[src/rtl/shared_resource_lock_scheduler.sv]
// Locked round-robin ownership of one shared resource among N requesters; optional hold limit via ARB_HOLD_TIMEOUT_EN.
// Latency: request seen in IDLE/GAP is granted on the next edge; handover between owners costs exactly one grant-low cycle.
// Backpressure: none; requests wait by level while another owner holds, and release pulses from non-owners are ignored.
module shared_resource_lock_scheduler #(
    parameter  int N        = 8,
    parameter  int MAX_HOLD = 16,
    localparam int IDW      = $clog2(N)
) (
    input  logic           clk,
    input  logic           rst,
    input  logic [N-1:0]   req,
    input  logic [N-1:0]   release_pulse,
    output logic [N-1:0]   grant,
    output logic           grant_valid,
    output logic [IDW-1:0] grant_id,
    output logic           timeout_pulse
);

    typedef enum logic [1:0] {
        IDLE = 2'd0,
        OWN  = 2'd1,
        GAP  = 2'd2
    } state_t;

    if (N < 2 || MAX_HOLD < 2) begin : g_param_check
        $error("shared_resource_lock_scheduler: N and MAX_HOLD must both be >= 2");
    end

    state_t         state, state_nxt;
    logic [N-1:0]   grant_nxt;
    logic [IDW-1:0] grant_id_nxt;
    logic [IDW-1:0] ptr, ptr_nxt;
    logic           win_found;
    logic [IDW-1:0] win_id;
    logic           owner_done;
    logic           exit_own;
    int             scan_idx;

`ifdef ARB_HOLD_TIMEOUT_EN
    localparam int HCW = $clog2(MAX_HOLD + 1);
    logic [HCW-1:0] hold_cnt, hold_cnt_nxt;
    logic           timeout_nxt;
`endif

    // Round-robin search starting at ptr and wrapping past N-1.
    always_comb begin
        win_found = 1'b0;
        win_id    = '0;
        scan_idx  = 0;
        for (int i = 0; i < N; i++) begin
            scan_idx = int'(ptr) + i;
            if (scan_idx >= N) begin
                scan_idx = scan_idx - N;
            end
            if (!win_found && req[IDW'(scan_idx)]) begin
                win_found = 1'b1;
                win_id    = IDW'(scan_idx);
            end
        end
    end

    assign owner_done = release_pulse[grant_id] | ~req[grant_id];

    always_comb begin
        state_nxt    = state;
        grant_nxt    = grant;
        grant_id_nxt = grant_id;
        ptr_nxt      = ptr;
        exit_own     = 1'b0;
`ifdef ARB_HOLD_TIMEOUT_EN
        hold_cnt_nxt = hold_cnt;
        timeout_nxt  = 1'b0;
`endif
        case (state)
            IDLE, GAP: begin
                state_nxt = IDLE;
                grant_nxt = '0;
                if (win_found) begin
                    state_nxt    = OWN;
                    grant_nxt    = {{(N-1){1'b0}}, 1'b1} << win_id;
                    grant_id_nxt = win_id;
`ifdef ARB_HOLD_TIMEOUT_EN
                    hold_cnt_nxt = '0;
`endif
                end
            end
            OWN: begin
`ifdef ARB_HOLD_TIMEOUT_EN
                hold_cnt_nxt = hold_cnt + 1'b1;
`endif
                if (owner_done) begin
                    exit_own = 1'b1;
                end
`ifdef ARB_HOLD_TIMEOUT_EN
                // A voluntary exit in the same cycle wins over the forced one.
                else if (hold_cnt == HCW'(MAX_HOLD - 1)) begin
                    exit_own    = 1'b1;
                    timeout_nxt = 1'b1;
                end
`endif
            end
            default: begin
                state_nxt = IDLE;
                grant_nxt = '0;
            end
        endcase

        if (exit_own) begin
            state_nxt = GAP;
            grant_nxt = '0;
            ptr_nxt   = (grant_id == IDW'(N - 1)) ? '0 : grant_id + 1'b1;
        end
    end

    always_ff @(posedge clk) begin
        if (rst) begin
            state       <= IDLE;
            grant       <= '0;
            grant_valid <= 1'b0;
            grant_id    <= '0;
            ptr         <= '0;
        end else begin
            state       <= state_nxt;
            grant       <= grant_nxt;
            grant_valid <= |grant_nxt;
            grant_id    <= grant_id_nxt;
            ptr         <= ptr_nxt;
        end
    end

`ifdef ARB_HOLD_TIMEOUT_EN
    always_ff @(posedge clk) begin
        if (rst) begin
            hold_cnt      <= '0;
            timeout_pulse <= 1'b0;
        end else begin
            hold_cnt      <= hold_cnt_nxt;
            timeout_pulse <= timeout_nxt;
        end
    end
`else
    assign timeout_pulse = 1'b0;
`endif

endmodule
[config.mk]
export PLATFORM = sky130hd
export DESIGN_NAME = shared_resource_lock_scheduler
export DESIGN_NICKNAME = d
export VERILOG_FILES = /design/src/rtl/shared_resource_lock_scheduler.sv
export SDC_FILE = /design/constraint.sdc
export NUM_CORES = 1
export LEC_CHECK = 0
export CELL_PAD_IN_SITES_DETAIL_PLACEMENT = 1
export CELL_PAD_IN_SITES_GLOBAL_PLACEMENT = 1
export CORE_MARGIN = 2
export CORE_UTILIZATION = 40
export DETAILED_ROUTE_END_ITERATION = 8
export GPL_TIMING_DRIVEN = 0
export PLACE_DENSITY = 0.87
export REMOVE_ABC_BUFFERS = 1
export SLEW_MARGIN = 40
export SYNTH_ARGS = -nofsm -noshare
export SYNTH_HDL_FRONTEND = slang
export SYNTH_SLANG_ARGS = --single-unit
export TNS_END_PERCENT = 100
[constraint.sdc]
create_clock -name clk -period 4.49 [get_ports clk]
set_input_delay 1.347 -clock clk [delete_from_list [all_inputs] [get_ports clk]]
set_output_delay 1.347 -clock clk [all_outputs]
set_load 0.005 [all_outputs]
==> flow_summary.toml <==
[detailed_routing]
wl_per_cell_um = 17.9
routed_wl_mm = 4.40
drc_errors = 0
vias = 1499
drtAntennaViolNets = 0
dr.pass1.iters = 4
initialDrtViolationCount = 61
vias_per_cell = 6.09

[worst_hold_path]
min_path_type = "flip-flop to flip-flop"
holdCritStartpoint = "grant[2]$_SDFF_PP0_"

[worst_setup_path]
cp_num_cells = 8
cpPeakStageDelay_ns = 0.70
crit_buf_inv = 1
r2r_start = "ptr[1]$_SDFFE_PP0P_"
worst-r2r-cell-count = 9
critPathLaunch = "req[4]"
worst_setup_path_end_kind = "flip-flop"
endpoint = "grant[2]$_SDFF_PP0_"
rr_endpoint = "grant[6]$_SDFF_PP0_"
path_cells = "clkdlybuf4s50_1 -> mux4_1 -> mux2_4 -> nor3_4 -> o21ai_2 -> a211o_1 -> or3_1 -> o31ai_1"
critical_path_arrival_ns = 4.26
startpoint_type = "primary input"
cp_data_required_time_ns = 4.66
crit_type = "primary input to flip-flop"
crit_family = "multiplexers"
r2r_setup_slack_ns = 0.60
path_max_fanout = 8
crit_slowest_cell = "mux4_1"

[timing]
maxSlewHeadroom_pct = 50.2
min_period_ns = 4.09
fmax_ghz = 0.245
setup_tns_ns = 0
timing_hold_violations_final = 0
setup_slack_ns = 0.403
worst_slew_pin_slew_ns = 0.746
maxSlewViolCount = 0
clock_skew_ns = 0.00530
setup-violations-final = 0
final.period_utilization_pct = 91.0
rsz0062_at_grt = "false"

[clock_tree]
htreeDepth = 1
cts_post_setup_buffers_inserted = 0
clock_latency_ns = 0.26
cts_resized = 0
cts_tree = "yes"
clock_path_buffers = 2
clk_pin_slew_ns = 0.07
cts_num_sinks = 17
ctsHoldBuffers = 0
cts_buffers = 3
cts_root_buf = "clkbuf_8"

[grt]
grt_first_pass_wirelength_mm = 7.39
antenna_found_initial = 0
track_usage_pct = 20.8
grt_max_degree = 16
grt_pass1_vias = 1496
overflow = 0

[floorplanning]
die_h_um = 68.4
fp.coreArea_mm2 = 0.00400
ioPinCount = 31
fp.dieW_um = 68.4
rows = 23
die_area_mm2 = 0.00468
initial_core_util_pct = 41.4

[cells_and_area]
final_nets = 219
synthToLayoutAreaGrowth_pct = 20.6
fill_cells = 468
drive_gt1_share_pct = 13.3
multiInputGateArea_mm2 = 0.00122
regArea_um2 = 340
diodes = 0

[flow_run]
drv_cap = 0

[synthesis]
synthTopCellsByCount = "17 x dfxtp_1, 17 x nor2_1, 14 x nand2_1"
syn_area_per_cell_um2 = 9.64
synth.distinct_cells = 55
yosysWarnings = 0
synth_area_leaders = "dfxtp_1 21%, mux4_2 14%, mux4_1 7.9%"
syn-cell-area_mm2 = 0.00166
yosysSeqAreaShare_pct = 20.5
synthArstFlopShare_pct = 0
yosys_most_used_dff = "dfxtp_1"
yosys_register_bits = 17
yosys.area.top_type = "dfxtp_1"
synth_top_area_share_pct = 20.5
synth_cells = 172
synth-edff-count = 0

[status]
outcome = "complete, no violations"

[pwr]
power_density_mw_per_mm2 = 448
power_leakage_nw = 0.716
vdd_drop_max_v = 0.000271
total_power_w = 0.000896

[placed_design]
dpl.hpwl_mm = 3.34
dp_worst_setup_slack_ns = 0.123
gp_congestion = 0.842
port_buffers = 29
## power by group
| group | internal, W | switching, W | total (W) |
|---|---|---|---|
| registers | 0.000179 | 0.0000501 | 0.000230 |
| clock network | 0.0000625 | 0.0000563 | 0.000119 |
| logic | 0.000264 | 0.000284 | 0.000548 |
| total | 0.000506 | 0.000390 | 0.000896 |
## tightest hold or removal path, delay by kind of cell, from the launching register on
family | cells | cell delay, ns
flip-flops | 1 | 0.32
AND/OR/NAND/NOR | 1 | 0.06
AO/OA/AOI/OAI | 1 | 0.06
## sequential cells by signal, summed over array words and instances, names as in the netlist
register,count
grant_valid,1
ptr,3
grant,8
grant_id,3
state,2
## cell type report
type                            instances  area share (%)
Timing Repair Buffer                   29            14.5
Sequential cell                        17            17.0
Inverter                                9            1.69
Multi-Input combinational cell        137            61.2
Clock buffer                            3            2.07
Clock inverter                          1           0.375
Tap cell                               50            3.13
## stage by stage
step           instances  util, %  instance area [µm²]  hold WS [ns]
2_1_floorplan        163        -                 1600         0.462
3_3_place_gp         242     48.8                 1950         0.467
3_5_place_dp         242     48.8                 1950         0.476
4_1_cts              246     50.0                 2000         0.485
5_1_grt              246     50.0                 2000         0.516
6_report             246     50.0                 2000         0.482
## cell families after synthesis
logic type,Yosys count,synth area share [%]
compound gates,40,18.8
mux,31,31.8
xor+xnor,4,2.11
simple gates,57,17.9
fa+ha+maj,4,3.02
other cells,1,0.226
flops,17,20.5
buf+inv,18,5.66
## per-layer routing
layer	GRT usage [%]	up-vias	part of all wire (%)
met3	3.13	7	3.1
li1	-	723	-
met1	28.9	732	48
met2	33.4	37	48
met5	0	-	0
met4	5.25	0	0.77
## layout by cell type (no fill, tap or decap), drive strengths merged, types with 3 or more instances in the layout
| cell | instances |
|---|---|
| a32o | 5 |
| inv | 9 |
| nor3 | 5 |
| o31ai | 4 |
| mux2 | 5 |
| mux2i | 11 |
| nand3 | 3 |
| a21oi | 4 |
| mux4 | 15 |
| ha | 4 |
| clkbuf | 3 |
| nand2 | 15 |
| nor2 | 17 |
| dfxtp | 17 |
| o21ai | 4 |
| o32ai | 4 |
| clkdlybuf4s50 | 29 |
| xor2 | 3 |
| nor2b | 3 |
## worst min path at each step
| stage | endpoint | slack, ns | cells past startpoint |
|---|---|---|---|
| floorplan | grant[0]$_SDFF_PP0_ | 0.46 | 2 |
| global placement | grant[0]$_SDFF_PP0_ | 0.47 | 2 |
| detailed placement | grant[0]$_SDFF_PP0_ | 0.48 | 2 |
| CTS | grant[0]$_SDFF_PP0_ | 0.48 | 2 |
| global route | grant[2]$_SDFF_PP0_ | 0.52 | 2 |
| finish | grant[2]$_SDFF_PP0_ | 0.48 | 2 |
No activity file was read; power rests on OpenSTA's default activity.
==> edit 1 (same settings) <==
Build with the macro `ARB_HOLD_TIMEOUT_EN` defined.
--- a/src/rtl/shared_resource_lock_scheduler.sv
+++ b/src/rtl/shared_resource_lock_scheduler.sv
@@ -1,6 +1,8 @@
 // Locked round-robin ownership of one shared resource among N requesters; optional hold limit via ARB_HOLD_TIMEOUT_EN.
 // Latency: request seen in IDLE/GAP is granted on the next edge; handover between owners costs exactly one grant-low cycle.
 // Backpressure: none; requests wait by level while another owner holds, and release pulses from non-owners are ignored.
+`define ARB_HOLD_TIMEOUT_EN
+
 module shared_resource_lock_scheduler #(
     parameter  int N        = 8,
     parameter  int MAX_HOLD = 16,
Function: changed (Yosys sat finds a counterexample within 4 cycles, from zero or initial values and one cycle with rst high).
==> edit 1 against the original RTL <==
  * Core utilization fell by 0.90 points
  * Design area up 28%
  * Power is 10% higher
  * Largest cell class unchanged
  * Area after synthesis increased by 33%
  * Worst setup slack improved by 0.062 ns
  * Count of clock-buffer cells in the layout up 1
  * Highest routed layer unchanged
  * Sequential cell count up 6
  * Wire length increased by 30%
==> edit 1: results (changes against the original RTL) <==
| Metric | Value |
|---|---|
| DRT met1 WL | 2650 µm (+25%) |
| NumNets Final | 289 (+32%) |
| Rel. slew slack | 0.465 (-0.0366) |
| Status | finished clean |
| First-pass GRT wire length | 10000 µm (+36%) |
| Buffering overhead | 0.118 (-0.0276) |
| Fraction of area in multi-input gates | 0.627 (+0.0148) |
| Clock buf/inv share | 0.0176 (-0.00678) |
| DR iter-0 viols | 129 (+110%) |
| Placer Congestion | 0.845 (+0.39%) |
| Switch share | 0.437 (+0.00146) |
| Mux contribution to synthesized area | 0.249 (-0.0689) |
| Synth Register Bits | 23 (+6) |
| Worst setup path startpoint | req[1] |
| Critical path arrival | 4.19 ns (-0.07 ns) |
| Inverters | 15 (+6) |
| Grt met1 use | 0.273 (-0.0168) |
| # fillers | 620 (+32%) |
| Vias in the first global route | 2068 (+38%) |
| WL final | 5730 µm (+30%) |
| All-Layer GR Usage | 0.200 (-0.00718) |
| Yosys cell types | 65 (+18%) |
| Reg2Reg Depth | 10 (+1) |
| Worst Skew | 0.00361 ns (-0.00169 ns) |
| IO Port Bufs | 30 (+3.4%) |
| Xor/xnor share of the synthesized area | 0.0159 (-0.00519) |
| Metal3 WL | 192 µm (+40%) |
| Met2 wire len | 2820 µm (+34%) |
edit 1: worst max-delay path, stage by stage:
cell	delay, ns
clkdlybuf4s50_1	0.55
mux4_2	0.63
nand2b_1	0.19
a222oi_1	0.33
o31ai_1	0.16
a221oi_1	0.33
o32a_2	0.32
inv_2	0.08
a32o_1	0.25
edit 1: worst min-delay path by stage:
| stage | start | end | slack (ns) | cells after the start |
|---|---|---|---|---|
| floorplan | hold_cnt[1]$_SDFFE_PP0P_ | hold_cnt[1]$_SDFFE_PP0P_ | 0.45 | 2 |
| global placement | grant[3]$_SDFF_PP0_ | grant[3]$_SDFF_PP0_ | 0.47 | 2 |
| detailed placement | grant[0]$_SDFF_PP0_ | grant[0]$_SDFF_PP0_ | 0.47 | 2 |
| CTS | grant[0]$_SDFF_PP0_ | grant[0]$_SDFF_PP0_ | 0.48 | 2 |
| global route | grant[0]$_SDFF_PP0_ | grant[0]$_SDFF_PP0_ | 0.50 | 2 |
| finish | grant[0]$_SDFF_PP0_ | grant[0]$_SDFF_PP0_ | 0.48 | 2 |
edit 1: power by group through the flow:
stage,Clock (W),Combinational [W],Sequential [W]
floorplan,0,0.000424,0.000269
global placement,0,0.000561,0.000278
detailed placement,0,0.000579,0.000278
CTS,0.000132,0.000583,0.000274
global route,0.000142,0.000643,0.000281
finish,0.000130,0.000588,0.000273
edit 1: through the flow:
stage	worst slack, ns	area [µm²]	utilization	instances	TNS [ns]
floorplan	0.426	2110	-	230	0
global placement	-0.255	2500	0.481	330	-1.92
detailed placement	-0.0345	2500	0.481	330	-0.104
CTS	0.0892	2550	0.490	334	0
global route	0.209	2550	0.491	334	0
finish	0.465	2550	0.491	334	0
edit 1: cells by family after synthesis:
family / after synthesis
fa+ha+maj: 6
mux: 36
compound gates: 70
simple gates: 76
xor+xnor: 4
buf+inv: 28
flops: 23
==> edit 2 (same flow settings) <==
Made on the original files. Encoding of `state_t`: now one-hot (3 bits for 3 states).
--- a/src/rtl/shared_resource_lock_scheduler.sv
+++ b/src/rtl/shared_resource_lock_scheduler.sv
@@ -16,10 +16,10 @@
     output logic           timeout_pulse
 );
 
-    typedef enum logic [1:0] {
-        IDLE = 2'd0,
-        OWN  = 2'd1,
-        GAP  = 2'd2
+    typedef enum logic [2:0] {
+        IDLE = 3'b001,
+        OWN  = 3'b010,
+        GAP  = 3'b100
     } state_t;
 
     if (N < 2 || MAX_HOLD < 2) begin : g_param_check
Function: same outputs for any inputs over 10 cycles, from zero or initial values and one cycle with rst high; not proved beyond that.
==> edit 2 against the original RTL <==
  * Worst hold slack better by 0.0093 ns
  * Worst setup slack worse by 0.32 ns
  * Sequential cell count is 1 higher
  * Design area is 18% higher
  * Wire length is 44% higher
  * Core utilization is 0.16 points lower
  * Power is 21% higher
  * Die area is 18% higher
  * Area after synthesis is 19% higher
  * Sequential share of layout area is 1.6 points lower
  * Critical path type unchanged
==> edit 2: results (changes against the original RTL) <==
| Metric | Value |
|---|---|
| Met3 usage | 0.0407 (+0.00940) |
| DR iter-0 viols | 124 (+100%) |
| Leak pwr | 0.792 nW (+11%) |
| Crit path max-delay family | compound AO/OA/AOI/OAI gates |
| Yosys cell types | 54 (-1.8%) |
| DP Cell Count | 290 (+20%) |
| Critical path arrival | 4.55 ns (+0.29 ns) |
| Worst Skew | 0.00605 ns (+0.000749 ns) |
| Compound-cell area share of the yosys netlist | 0.228 (+0.0400) |
| Grt met1 use | 0.289 (about the same) |
| Sequential area share after synthesis | 0.183 (-0.0224) |
| Crit Path Max Fanout | 10 (+2) |
| Rel. slew slack | 0.401 (-0.100) |
| DP Area | 0.00228 mm² (+17%) |
| Placer Congestion | 0.824 (-2.1%) |
| Layout cells sized above 1 | 0.216 (+0.0832) |
| WL final | 6340 µm (+44%) |
| All-Layer GR Usage | 0.234 (+0.0260) |
| Most frequent cells after synthesis | mux4_2 (19), dfxtp_1 (18), nor2_1 (17) |
| Pre-CTS setup slack | -0.200 ns (-0.323 ns) |
| Synth Area in Adders | 0.0254 (-0.00479) |
| IR drop worst, VDD | 0.258 mV (-4.8%) |
| Wire length per cell | 21.6 µm (+21%) |
| Hold crit path type | flop to flop |
| Xor/xnor share of the synthesized area | 0.0222 (+0.00109) |
| Synthesized area per cell | 9.47 µm² (-1.7%) |
| Synth area leaders | mux4_2 (22%), dfxtp_1 (18%), mux2_2 (5.1%) |
| Status | finished clean |
| # fillers | 540 (+15%) |
| NumNets Final | 250 (+14%) |
| Slowest cell on crit path | clkdlybuf4s50_1 |
| Mux contribution to synthesized area | 0.321 (+0.00290) |
| First-pass GRT wire length | 9840 µm (+33%) |
| Routed vias | 1940 (+29%) |
| Met2 Usage GRT | 0.408 (+0.0736) |
| Largest net degree at the start of global routing | 23 (+7) |
edit 2: cell types whose count changed after synthesis, sizes merged, moves of 4 or more:
cell    change
nand2b      +5
mux4        +4
o211ai      +4
a21oi       +4
o32ai       +6
inv         +7
mux2        +6
o31ai       -4
edit 2: worst reg2reg max path: cells and delay by family (launching register included):
kind,cells,cell delay [ns]
compound gates,4,1.29
mux,2,0.94
flops,1,0.65
fa+ha+maj,1,0.61
simple gates,1,0.37
buf+inv,1,0.26
edit 2: final timing paths:
path	from	slack, ns	end	cells after the start
hold reg to reg	grant[3]$_SDFF_PP0_	0.49	grant[3]$_SDFF_PP0_	2
hold / removal	grant[3]$_SDFF_PP0_	0.49	grant[3]$_SDFF_PP0_	2
setup / recovery	req[7]	0.08	grant[1]$_SDFF_PP0_	8
setup reg to reg	ptr[0]$_SDFFE_PP0P_	0.26	grant[1]$_SDFF_PP0_	9
edit 2: repair_timing:
action                                  in CTS  in global routing
hold buffers                                 0                  0
gates cloned                                 0                  0
pin swaps                                    0                  0
resized for setup                            2                  3
endpoints found under the setup margin      10                  9
edit 2: area by class of cell:
class	count	area share
well taps	67	0.0356
repair buffers	29	0.123
multi-input cells	160	0.637
flip-flops and latches	18	0.155
clock buffers	4	0.0234
inverters	16	0.0255
edit 2: power by group:
part / switching [W] / internal, W
Clock: 0.0000569 / 0.0000780
Combinational: 0.000360 / 0.000318
Sequential: 0.0000751 / 0.000199
Total: 0.000492 / 0.000596
edit 2: metal layers:
layer  share of wire  vias up  wire length (µm)
met2            0.53       66              3350
met3           0.048       19               307
li1                -      861                 -
met1            0.40      994              2510
met4           0.027        0               169
met5               0        -                 0
